--- src/rtl/mdu_iter.sv ---
// Iterative MIPS multiply/divide unit holding the architectural HI/LO registers.
// Define MDU_FAST_MUL_EN to complete MULT/MULTU in a single cycle; DIV/DIVU stay iterative.
module mdu_iter #(
  parameter int unsigned XLEN  = 32,
  parameter int unsigned CNT_W = 6
) (
  input  logic            clk,
  input  logic            rst_n,
  input  logic            start_i,
  input  logic [1:0]      op_i,
  input  logic [XLEN-1:0] rs_val_i,
  input  logic [XLEN-1:0] rt_val_i,
  input  logic            hi_we_i,
  input  logic            lo_we_i,
  input  logic [XLEN-1:0] wd_i,
  output logic            busy_o,
  output logic            done_o,
  output logic [XLEN-1:0] hi_o,
  output logic [XLEN-1:0] lo_o
);

  typedef enum logic [0:0] {StIdle, StRun} state_e;

  state_e              state_q, state_d;
  logic [CNT_W-1:0]    cnt_q, cnt_d;
  logic                is_div_q, is_div_d;
  logic                neg_res_q, neg_res_d;
  logic                neg_rem_q, neg_rem_d;
  logic                dz_q, dz_d;
  logic [XLEN-1:0]     b_q, b_d;
  logic [2*XLEN-1:0]   acc_q, acc_d;
  logic [XLEN-1:0]     hi_q, hi_d;
  logic [XLEN-1:0]     lo_q, lo_d;
  logic                done_q, done_d;

  logic                is_signed, a_neg, b_neg;
  logic [XLEN-1:0]     a_abs, b_abs;
  logic [XLEN:0]       msum;
  logic [2*XLEN-1:0]   mul_next, div_next;
  logic [XLEN:0]       dshift;
  logic [XLEN-1:0]     ddiff, rem_n;
  logic                ge;

  assign is_signed = ~op_i[0];
  assign a_neg     = is_signed & rs_val_i[XLEN-1];
  assign b_neg     = is_signed & rt_val_i[XLEN-1];
  // 0x80000000 negates to itself, which is the correct unsigned magnitude 2^31.
  assign a_abs     = a_neg ? -rs_val_i : rs_val_i;
  assign b_abs     = b_neg ? -rt_val_i : rt_val_i;

  // Multiply: upper half accumulates, lower half holds the remaining multiplier bits.
  assign msum     = {1'b0, acc_q[2*XLEN-1:XLEN]} + {1'b0, b_q};
  assign mul_next = acc_q[0] ? {msum, acc_q[XLEN-1:1]} : {1'b0, acc_q[2*XLEN-1:1]};

  // Restoring divide: upper half is the remainder, lower half shifts dividend out, quotient in.
  assign dshift   = {acc_q[2*XLEN-1:XLEN], acc_q[XLEN-1]};
  assign ge       = dshift >= {1'b0, b_q};
  assign ddiff    = dshift[XLEN-1:0] - b_q;
  assign rem_n    = ge ? ddiff : dshift[XLEN-1:0];
  assign div_next = {rem_n, acc_q[XLEN-2:0], ge};

`ifdef MDU_FAST_MUL_EN
  logic [2*XLEN-1:0] ext_a, ext_b, fast_prod;
  // Product of sign/zero-extended operands is exact modulo 2^64 for both MULT and MULTU.
  assign ext_a     = {{XLEN{is_signed & rs_val_i[XLEN-1]}}, rs_val_i};
  assign ext_b     = {{XLEN{is_signed & rt_val_i[XLEN-1]}}, rt_val_i};
  assign fast_prod = ext_a * ext_b;
`endif

  always_comb begin
    state_d   = state_q;
    cnt_d     = cnt_q;
    is_div_d  = is_div_q;
    neg_res_d = neg_res_q;
    neg_rem_d = neg_rem_q;
    dz_d      = dz_q;
    b_d       = b_q;
    acc_d     = acc_q;
    hi_d      = hi_q;
    lo_d      = lo_q;
    done_d    = 1'b0;
    unique case (state_q)
      StIdle: begin
        if (hi_we_i) hi_d = wd_i;
        if (lo_we_i) lo_d = wd_i;
`ifdef MDU_FAST_MUL_EN
        if (start_i && !op_i[1]) begin
          hi_d   = fast_prod[2*XLEN-1:XLEN];
          lo_d   = fast_prod[XLEN-1:0];
          done_d = 1'b1;
        end else
`endif
        if (start_i) begin
          is_div_d  = op_i[1];
          neg_res_d = a_neg ^ b_neg;
          neg_rem_d = a_neg;
          dz_d      = (rt_val_i == '0);
          b_d       = op_i[1] ? b_abs : a_abs;
          acc_d     = {{XLEN{1'b0}}, (op_i[1] ? a_abs : b_abs)};
          cnt_d     = CNT_W'(XLEN);
          state_d   = StRun;
        end
      end
      StRun: begin
        cnt_d = cnt_q - CNT_W'(1);
        acc_d = is_div_q ? div_next : mul_next;
        if (cnt_q == CNT_W'(1)) begin
          state_d = StIdle;
          done_d  = 1'b1;
          if (is_div_q) begin
            hi_d = neg_rem_q ? -acc_d[2*XLEN-1:XLEN] : acc_d[2*XLEN-1:XLEN];
            lo_d = dz_q ? '1 : (neg_res_q ? -acc_d[XLEN-1:0] : acc_d[XLEN-1:0]);
          end else begin
            {hi_d, lo_d} = neg_res_q ? -acc_d : acc_d;
          end
        end
      end
      default: state_d = StIdle;
    endcase
  end

  always_ff @(posedge clk or negedge rst_n) begin
    if (!rst_n) begin
      state_q   <= StIdle;
      cnt_q     <= '0;
      is_div_q  <= 1'b0;
      neg_res_q <= 1'b0;
      neg_rem_q <= 1'b0;
      dz_q      <= 1'b0;
      b_q       <= '0;
      acc_q     <= '0;
      hi_q      <= '0;
      lo_q      <= '0;
      done_q    <= 1'b0;
    end else begin
      state_q   <= state_d;
      cnt_q     <= cnt_d;
      is_div_q  <= is_div_d;
      neg_res_q <= neg_res_d;
      neg_rem_q <= neg_rem_d;
      dz_q      <= dz_d;
      b_q       <= b_d;
      acc_q     <= acc_d;
      hi_q      <= hi_d;
      lo_q      <= lo_d;
      done_q    <= done_d;
    end
  end

  assign busy_o = (state_q == StRun);
  assign done_o = done_q;
  assign hi_o   = hi_q;
  assign lo_o   = lo_q;

endmodule

--- config.mk ---
export PLATFORM = sky130hd
export DESIGN_NAME = mdu_iter
export DESIGN_NICKNAME = d
export VERILOG_FILES = /design/src/rtl/mdu_iter.sv
export SDC_FILE = /design/constraint.sdc
export NUM_CORES = 1
export LEC_CHECK = 0
export ABC_AREA = 1
export CORE_MARGIN = 8
export CORE_UTILIZATION = 40
export CTS_BUF_LIST = sky130_fd_sc_hd__clkbuf_16
export CTS_CLUSTER_DIAMETER = 100
export DETAILED_ROUTE_END_ITERATION = 10
export GPL_TIMING_DRIVEN = 0
export SETUP_SLACK_MARGIN = 0.3
export SYNTH_ARGS = -nofsm -noshare
export SYNTH_HDL_FRONTEND = slang
export SYNTH_SLANG_ARGS = --single-unit
--- constraint.sdc ---
create_clock -name clk -period 6.9 [get_ports clk]
set_clock_uncertainty 0.15 [all_clocks]
set_input_delay 1.38 -clock clk [delete_from_list [all_inputs] [get_ports clk]]
set_output_delay 1.38 -clock clk [all_outputs]
set_load 0.03 [all_outputs]
### After elaboration in Yosys (flattened, before gate mapping)

Index checks and enable logic that the tools add are counted.

* order comparisons: 1
* add/subtract/negate cells: 8
* reductions and logical operators: 4
* bitwise operators: 5
* multiplexer cells: 28
* equality and inequality tests: 5

Operators by type and width (number)
* $mux W32: 14
* $mux W64: 4
* $neg A32 Y32: 4
* $pmux W32 S2: 2
* $pmux W64 S2: 1
* $neg A64 Y64: 1
* $add A32 B32 Y33: 1
* $ge A33 B32 Y1: 1
* $logic_not A32 Y1: 1
* $sub A32 B32 Y32: 1
* $pmux W6 S2: 1
* $eq A6 B1 Y1 const B: 1
* $mux W6: 1
* $ne A2 B2 Y1 const B: 3
* $reduce_and A2 Y1: 3
* $sub A6 B1 Y6 const B: 1
* $mux W1: 4
* $and A1 B1 Y1: 2
* $ne A2 B1 Y1 const B: 1
* $not A1 Y1: 2
* $pmux W1 S2: 1
* $xor A1 B1 Y1: 1

* flip-flop bits (word level): 172
* input port bits: 103
* logic and storage cells: 62
* output and inout bits: 66

### Longest topological paths before layout

Gate-level depths: netlist (run 1).

* word-level depth: 9
* depth in mapped cells: 31

### Worst setup path before layout (run 1)

No wires, ideal clock.

* path type: flip-flop to flip-flop
* start: register b_q[28]
* end: register hi_q[8], in the netlist hi_o[8]
* period minus slack after synthesis: 3649 ps
* setup time: 120 ps
* buffers on the path: 0
* arrival time: 3379 ps
* cell stages (with the launch flop): 28
* data required time: 6630 ps
* path slack: 3251 ps
* cell sequence: dfrtp_1 > inv_1 > ha_1 > nand2_2 > clkinv_1 > nand2_1 > nand2_1 > a21oi_2 > nand2_2 > nor2_4 > nand2_8 > o21ai_2 > ha_1 > nand3_2 > nor2_4 > nand4_2 > o21ai_2 > nand2_2 > a21oi_2 > nand2_1 > inv_2 > nand2_2 > nor2_4 > o21ai_2 > o21ai_1 > nor3_1 > o21ai_1 > nand2_1

* word-level cells in the longest chain between the ends: 8
* elaborated cells on any way between the ends: 10
* those cells by class: add/sub (2); order compare (1); mux (7)

RTL lines
* start: declaration: line 30 `logic [XLEN-1:0] b_q, b_d;`
* start signal: assignment: line 130 `b_q <= '0;`
* start signal: assignment: line 142 `b_q <= b_d;`
* $ge A33 B32 Y1 (*): line 57 `assign ge = dshift >= {1'b0, b_q};`
* $mux W32: line 59 `assign rem_n = ge ? ddiff : dshift[XLEN-1:0];`
* $mux W64 (*): line 106 `acc_d = is_div_q ? div_next : mul_next;`
* $neg A64 Y64 or $neg A32 Y32 (tied branches): line 114, 111
* $mux W64 or $mux W32 (tied branches): line 114, 111
* $mux W32 (*): line 110 `if (is_div_q) begin`
* $mux W32 (*): line 107 `if (cnt_q == CNT_W'(1)) begin`
* $pmux W32 S2 (*): line 82 `unique case (state_q)`
* end signal: assignment: line 144 `hi_q <= hi_d;`
* end: declaration: line 32 `logic [XLEN-1:0] hi_q, hi_d;`

Every way passes the cells marked *; elsewhere a longest branch is shown, timed or not. The select of a mux whose other input is x is not followed.
A chain may end at the register's enable or synchronous reset.

### Final worst setup path (run 1)

* start: register b_q[29]
* end: register hi_q[30], in the netlist hi_o[30]

* word-level cells in the longest chain between the ends: 8
* elaborated cells on any way between the ends: 13
* those cells by class: add/sub (4); order compare (1); mux (8)

RTL lines
* $add A32 B32 Y33, or another cell as far along: line 52 `assign msum = {1'b0, acc_q[2*XLEN-1:XLEN]} + {1'b0, b_q};`
* $mux W64 or $mux W32 (tied branches): line 53, 59
* $mux W64 (*): line 106
* $neg A64 Y64 or $neg A32 Y32 (tied branches): line 114, 111
* $mux W64 or $mux W32 (tied branches): line 114, 111
* $mux W32 (*): line 110
* $mux W32 (*): line 107
* $pmux W32 S2 (*): line 82

Marked as above.

==> results of run 1 <==
-- sequential cells by signal, indices dropped and copies added (netlist names) --
register   cells
acc_q         64
b_q           32
hi_o          32
lo_o          32
cnt_q          6
busy_o         1
done_o         1
dz_q           1
is_div_q       1
neg_rem_q      1
neg_res_q      1
-- through the flow --
stage	worst slack [ps]	instance area, um^2
2_1_floorplan	3250	18000
3_3_place_gp	-3000	20500
3_5_place_dp	1830	20500
4_1_cts	1820	21100
5_1_grt	1450	21100
6_report	1580	21100
-- Yosys cell counts, types with 8 or more instances --
cell      count  share of area [%]
o21ai_1      23               0.64
o22ai_1      37                1.3
dfrtp_1     172                 24
o31ai_1      10               0.42
o211ai_1     35                1.5
ha_1         70                4.9
inv_2        15               0.31
a22oi_1      15               0.62
nand3_2      10               0.55
nor2_2       28               0.97
nand2_1     909                 19
a31oi_1       9               0.31
o21ai_2      12               0.58
o221ai_1     30                1.5
buf_6         9               0.56
buf_1         8               0.17
nor3_1       34               0.94
or2_2        14               0.49
xor2_1       55                2.7
a21oi_1     156                4.3
xnor2_1      33                1.6
o21ai_0      81                2.2
inv_1       471                9.8
nand3_1     226                6.3
clkbuf_1     67                1.4
nand4_1      30                1.0
nand2_2      24               0.83
nor4_1       10               0.35
nor2_1      316                6.6
buf_2        14               0.39
-- critical path, cell delays in order, from the launching register on --
cell and delay (ps):
dfrtp_1 490, inv_1 210, ha_1 430, nand2_1 280, nor3_1 180, nand3_1 170, nand2_2 80, nor2_4 240
nand2_8 150, o21ai_2 290, ha_1 260, nand3_2 130, nor2_4 160, nand4_2 160, o21ai_2 220, nand2_2 100
a21oi_2 200, nand2_1 100, nor2_2 350, nand2_1 170, nor2_2 270, nand2_1 120, nand2_1 70, nand2_1 50
nand3_1 80, a21oi_1 70
-- area by class of cell --
cell class | count | area (um^2)
buffer | 103 | 505
clock buffer | 17 | 425
clock inverter | 15 | 114
fill | 4945 | 23900
inverter | 491 | 1840
multi-input combinational | 2242 | 11400
sequential | 172 | 4300
tap | 600 | 751
timing repair buffer | 169 | 1710
-- metal layers --
layer / vias up / global-route usage, % / routed length [um]
met4: 0 / 15.6 / 4480
li1: 10100 / - / -
met5: - / 0 / 0
met2: 978 / 53.5 / 40000
met3: 216 / 6.40 / 6600
met1: 10000 / 41.5 / 36500
-- worst max path at each step --
stage | endpoint | slack (ps) | cells after the start
floorplan | hi_o[8] | 3250 | 27
global placement | acc_q[61] | -3000 | 1
detailed placement | hi_o[30] | 1830 | 24
CTS | hi_o[30] | 1820 | 25
global route | hi_o[24] | 1450 | 26
finish | hi_o[30] | 1580 | 25
-- logic make-up (layout without fill, tap and decap cells) --
| logic type | after synthesis | after routing |
|---|---|---|
| AOI/OAI and AO/OA | 453 | 453 |
| and+or+nand+nor | 1629 | 1629 |
| buffers and inverters | 594 | 795 |
| adders and majority gates | 72 | 72 |
| xor gates and xnor gates | 88 | 88 |
| DFF | 172 | 172 |
==> key figures, run 1 <==
STA
  – RSZ-0062 raised after global routing: false
  – Final period utilization: 77.1%
  – Fmax: 0.188 GHz
  – Slew headroom: 37.2%
  – Final Hold Fails: 0
  – Setup_tns: 0 ps
  – Min cycle time layout: 5320 ps
  – Hold WS: 341 ps
  – Worst-Margin Slew: 918 ps
  – Max Slew Vio Count: 0
  – Setup-failing EPs final: 0

Global route
  – Global-route wire length before repair: 130000 um
  – Largest net degree at the start of global routing: 91
  – Vias in the first global route: 21000
  – Gr ovfl total: 0
  – Tot GR Track Use: 32.8%
  – Initial antenna violation count: 0

Drt
  – DRT antenna net count: 0
  – WL final: 87600 um
  – DRC Markers: 0
  – Via density: 5.59
  – Pre-antenna DRT Iters: 6
  – Vias: 21300
  – Initial DRC count: 2071
  – WL/cell: 23.0 um

Worst setup path
  – Worst R2R Path Depth: 25
  – WP data required: 7090 ps
  – RR Endpoint: hi_o[30]
  – Worst R2R Setup Slack: 1580 ps
  – CP Capture Type: flip-flop
  – Critical path fanouts, max: 10
  – CP Launch Type: flip-flop
  – CP arrival: 5510 ps
  – FF-to-FF Start: b_q[29]
  – Beginning of the critical path: b_q[29]
  – WS Path Type: flip-flop to flip-flop

Die
  – Die extent in x: 228 um
  – Core ar.: 45000 um^2
  – Top-level I/O count: 169
  – Starting Density: 40.1%
  – Die Y: 228 um
  – Rows: 78
  – Die footprint: 52200 um^2

Layout
  – Area growth from synthesis to layout: 16.6%
  – Nets: 3371
  – Ant. Diodes: 0
  – Share of cells above drive strength 1: 5.61%
  – Commonest cells after routing, fill and taps aside: nand2_1 (909), inv_1 (472), nor2_1 (316), nand3_1 (226), dfrtp_1 (172)
  – Final cell count without fillers: 3809
  – Finished Core Util: 46.8%
  – Most common cell after layout, fill and taps aside: nand2_1

Yosys
  – Top FF cell, synth: dfrtp_1
  – Synth Area per Inst: 6.00 um^2
  – EDFF count, synth: 0
  – Xor and xnor area share after synthesis: 4.27%
  – Synth Area in Compound Gates: 15.5%
  – Yosys reg bits: 172
  – Ys async rst share: 100%
  – Register area share after synthesis: 23.8%
  – Syn Inst Count: 3008
  – Largest family of logic cells by synthesized area: simple AND/OR/NAND/NOR gates
  – Mapped cell area: 18000 um^2
  – Unique cell type count in the Yosys netlist: 60
  – Mux cell area share after synthesis: 0%
  – Synth Area in Adders: 5.07%
  – Syn_nets: 3183
  – Simple-gate share of the synthesized area: 38.3%
  – Ys Warns: 0

Clocking
  – CTS root buffer: clkbuf_16
  – Sink Count: 172
  – CTS clk-pin slew, worst paths: 80 ps
  – CTS tree: yes
  – Hold buffer count at CTS: 0
  – Clock Latency Late Sink: 480 ps
  – Post_cts resized: 0
  – Clock buffer count from CTS: 17
  – H-tree depth: 4
  – Post-CTS setup repair buffer count: 0
  – Longest Clk Path Bufs: 2

Run
  – Max-cap violation count: 0

Place
  – Routability congestion estimate: 1.01
  – DP Cell Count: 3777
  – Post-DP HPWL: 73900 um
  – Port bufs: 168

Hold path
  – Hold Crit Class: flip-flop to flip-flop
  – Sink of the worst hold path: hi_o[12]
  – Min-delay src: hi_o[12]
  – Worst hold path depth: 2

Outcome
  – Outcome: finished, final reports clean
Power of run 1 is left out: the tool's default activity adds up to more than one toggle a clock period on the data nets, which glitch-free logic cannot reach.
==> run 2: changes to the inputs <==
- clock period: 6.9 -> 5.55 ns (I/O delays scaled with it)
==> key figures, run 2 (synthesized netlist as in run 1, its figures left out) <==
Global route
  – Global-route wire length before repair: 130000 um (unchanged)
  – Vias in the first global route: 21000 (unchanged)
  – Tot GR Track Use: 32.8% (unchanged)
  – Largest net degree at the start of global routing: 91 (unchanged)
  – Initial antenna violation count: 0 (unchanged)
  – Gr ovfl total: 0 (unchanged)

Worst setup path
  – Critical Path Sink: hi_o[30]
  – Slowest Stage Delay on Critical Path: 540 ps (+50 ps)
  – Worst R2R Setup Slack: 490 ps (-1090 ps)
  – RR Endpoint: hi_o[30]
  – Beginning of the critical path: b_q[29]
  – FF-to-FF Start: b_q[29]
  – Worst R2R Path Depth: 23 (-8.0%)
  – CP arrival: 5250 ps (-260 ps)
  – CP max-delay cell: nor3_1
  – WS Path Type: flip-flop to flip-flop
  – CP Launch Type: flip-flop
  – CP dominant cell by count: nand2_1
  – CP Cell Sequence: inv_1 > ha_1 > nand2_2 > nor3_1 > nand3_1 > nand2_2 > nor2_4 > nand2_8 > buf_8 > nand2_1 > a31oi_2 > ha_1 > nand3_1 > o21ai_1 > nand2_1 > nor2_2 > nand2_1 > nor2_2 > nand2_1 > nand2_1 > nand2_1 > nand3_1 > a21oi_1
  – Critical path fanouts, max: 10 (unchanged)
  – WP data required: 5740 ps (-1350 ps)
  – CP Capture Type: flip-flop

STA
  – Final period utilization: 91.2% (+14 points)
  – Slew headroom: 36.1% (-1.1 points)
  – Max Slew Vio Count: 0 (unchanged)
  – RSZ-0062 raised after global routing: false
  – Min cycle time layout: 5060 ps (-261 ps)
  – Fmax: 0.198 GHz (+5.2%)
  – Worst-Margin Slew: 958 ps (+39.7 ps)
  – Final Hold Fails: 0 (unchanged)
  – Setup-failing EPs final: 0 (unchanged)
  – Setup ws final: 488 ps (-1090 ps)

Layout
  – Finished Core Util: 46.8% (+0.047 points)
  – Most common cell after layout, fill and taps aside: nand2_1
  – Area growth from synthesis to layout: 16.8%
  – Ant. Diodes: 0 (unchanged)
  – Max reg flops: 64 (unchanged)
  – Register area: 4310 um^2 (about the same)
  – Post-route cell area: 21100 um^2 (+0.10%)
  – Commonest cells after routing, fill and taps aside: nand2_1 (908), inv_1 (472), nor2_1 (316), nand3_1 (226), dfrtp_1 (169)
  – Reg with most FFs: acc_q
  – Nets: 3372 (+0.030%)
  – Area of the multi-input gates: 11400 um^2 (about the same)
  – Fillers: 4947 (+0.040%)
  – Final cell count without fillers: 3810 (+0.026%)
  – Share of cells above drive strength 1: 5.76% (+0.15 points)

Clocking
  – Longest Clk Path Bufs: 2 (unchanged)
  – Clock buffer count from CTS: 17 (unchanged)
  – Clock Latency Late Sink: 480 ps (about the same)
  – CTS clk-pin slew, worst paths: 80 ps (about the same)
  – H-tree depth: 4 (unchanged)
  – Hold buffer count at CTS: 0 (unchanged)
  – CTS tree: yes
  – Sink Count: 172 (unchanged)
  – CTS root buffer: clkbuf_16

Drt
  – Vias: 21200 (-0.50%)
  – Via density: 5.56 (-0.53%)
  – Pre-antenna DRT Iters: 6 (unchanged)
  – WL final: 87600 um (about the same)
  – Initial DRC count: 2177 (+5.1%)
  – WL/cell: 23.0 um (about the same)
  – DRC Markers: 0 (unchanged)
  – DRT antenna net count: 0 (unchanged)

Place
  – Port bufs: 168 (unchanged)
  – Routability congestion estimate: 1.01 (unchanged)
  – DP Cell Count: 3777 (unchanged)
  – Post-DP HPWL: 73900 um (unchanged)
  – Dpl ws: 484 ps (-1350 ps)
  – Placed cell areas: 20500 um^2 (unchanged)

Die
  – Rows: 78 (unchanged)
  – Top-level I/O count: 169 (unchanged)
  – Die Y: 228 um (unchanged)
  – Die footprint: 52200 um^2 (unchanged)
  – Die extent in x: 228 um (unchanged)
  – Starting Density: 40.1% (unchanged)
  – Core ar.: 45000 um^2 (unchanged)

Run
  – Max-cap violation count: 0 (unchanged)

Hold path
  – Min-delay src: hi_o[12]
  – Hold Crit Class: flip-flop to flip-flop

Outcome
  – Outcome: finished, final reports clean
## run 2: area by class of cell
class / instances / share of cell area [%]
Multi-Input combinational cell: 2242 / 54.1
Sequential cell: 172 / 20.4
Inverter: 491 / 8.75
Timing Repair Buffer: 170 / 8.17
Tap cell: 600 / 3.56
Buffer: 103 / 2.40
Clock buffer: 17 / 2.02
Clock inverter: 15 / 0.540
## run 2: repair_timing
| action | in CTS | in global routing |
|---|---|---|
| gates resized for setup | 0 | 5 |
| buffers inserted | 0 | 1 |
| setup endpoints to repair | 0 | 6 |
## run 2: through the flow
| step | hold slack [ps] | TNS [ps] |
|---|---|---|
| CTS | 341 | 0 |
| global route | 358 | 0 |
| floorplan | 303 | 0 |
| detailed placement | 325 | 0 |
| finish | 341 | 0 |
| global placement | 324 | -698800 |
## run 2: worst min path at each step
| stage | endpoint | slack, ps | depth (start not counted) |
|---|---|---|---|
| after floorplan | dz_q | 300 | 2 |
| after global placement | hi_o[8] | 320 | 2 |
| after detailed placement | hi_o[18] | 320 | 2 |
| after CTS | hi_o[12] | 340 | 2 |
| after global routing | hi_o[12] | 360 | 2 |
| final | hi_o[12] | 340 | 2 |
## run 2: worst max-delay path: cells and delay by family, from the launching register on
| kind | cells | cell delay (ps) |
|---|---|---|
| AO/OA/AOI/OAI | 3 | 550 |
| flip-flops | 1 | 470 |
| buffers and inverters | 2 | 340 |
| AND/OR/NAND/NOR | 16 | 2630 |
| adder cells (fa/ha/maj) | 2 | 740 |
## run 2: metal layers
layer  wire length (um)  up-vias  global-route usage (%)
met3               6280      207                    6.40
met4               4460        0                    15.6
li1                   -    10100                       -
met2              40000      948                    53.5
met5                  0        -                       0
met1              36800     9974                    41.5
Power of run 2 is left out for the same reason.
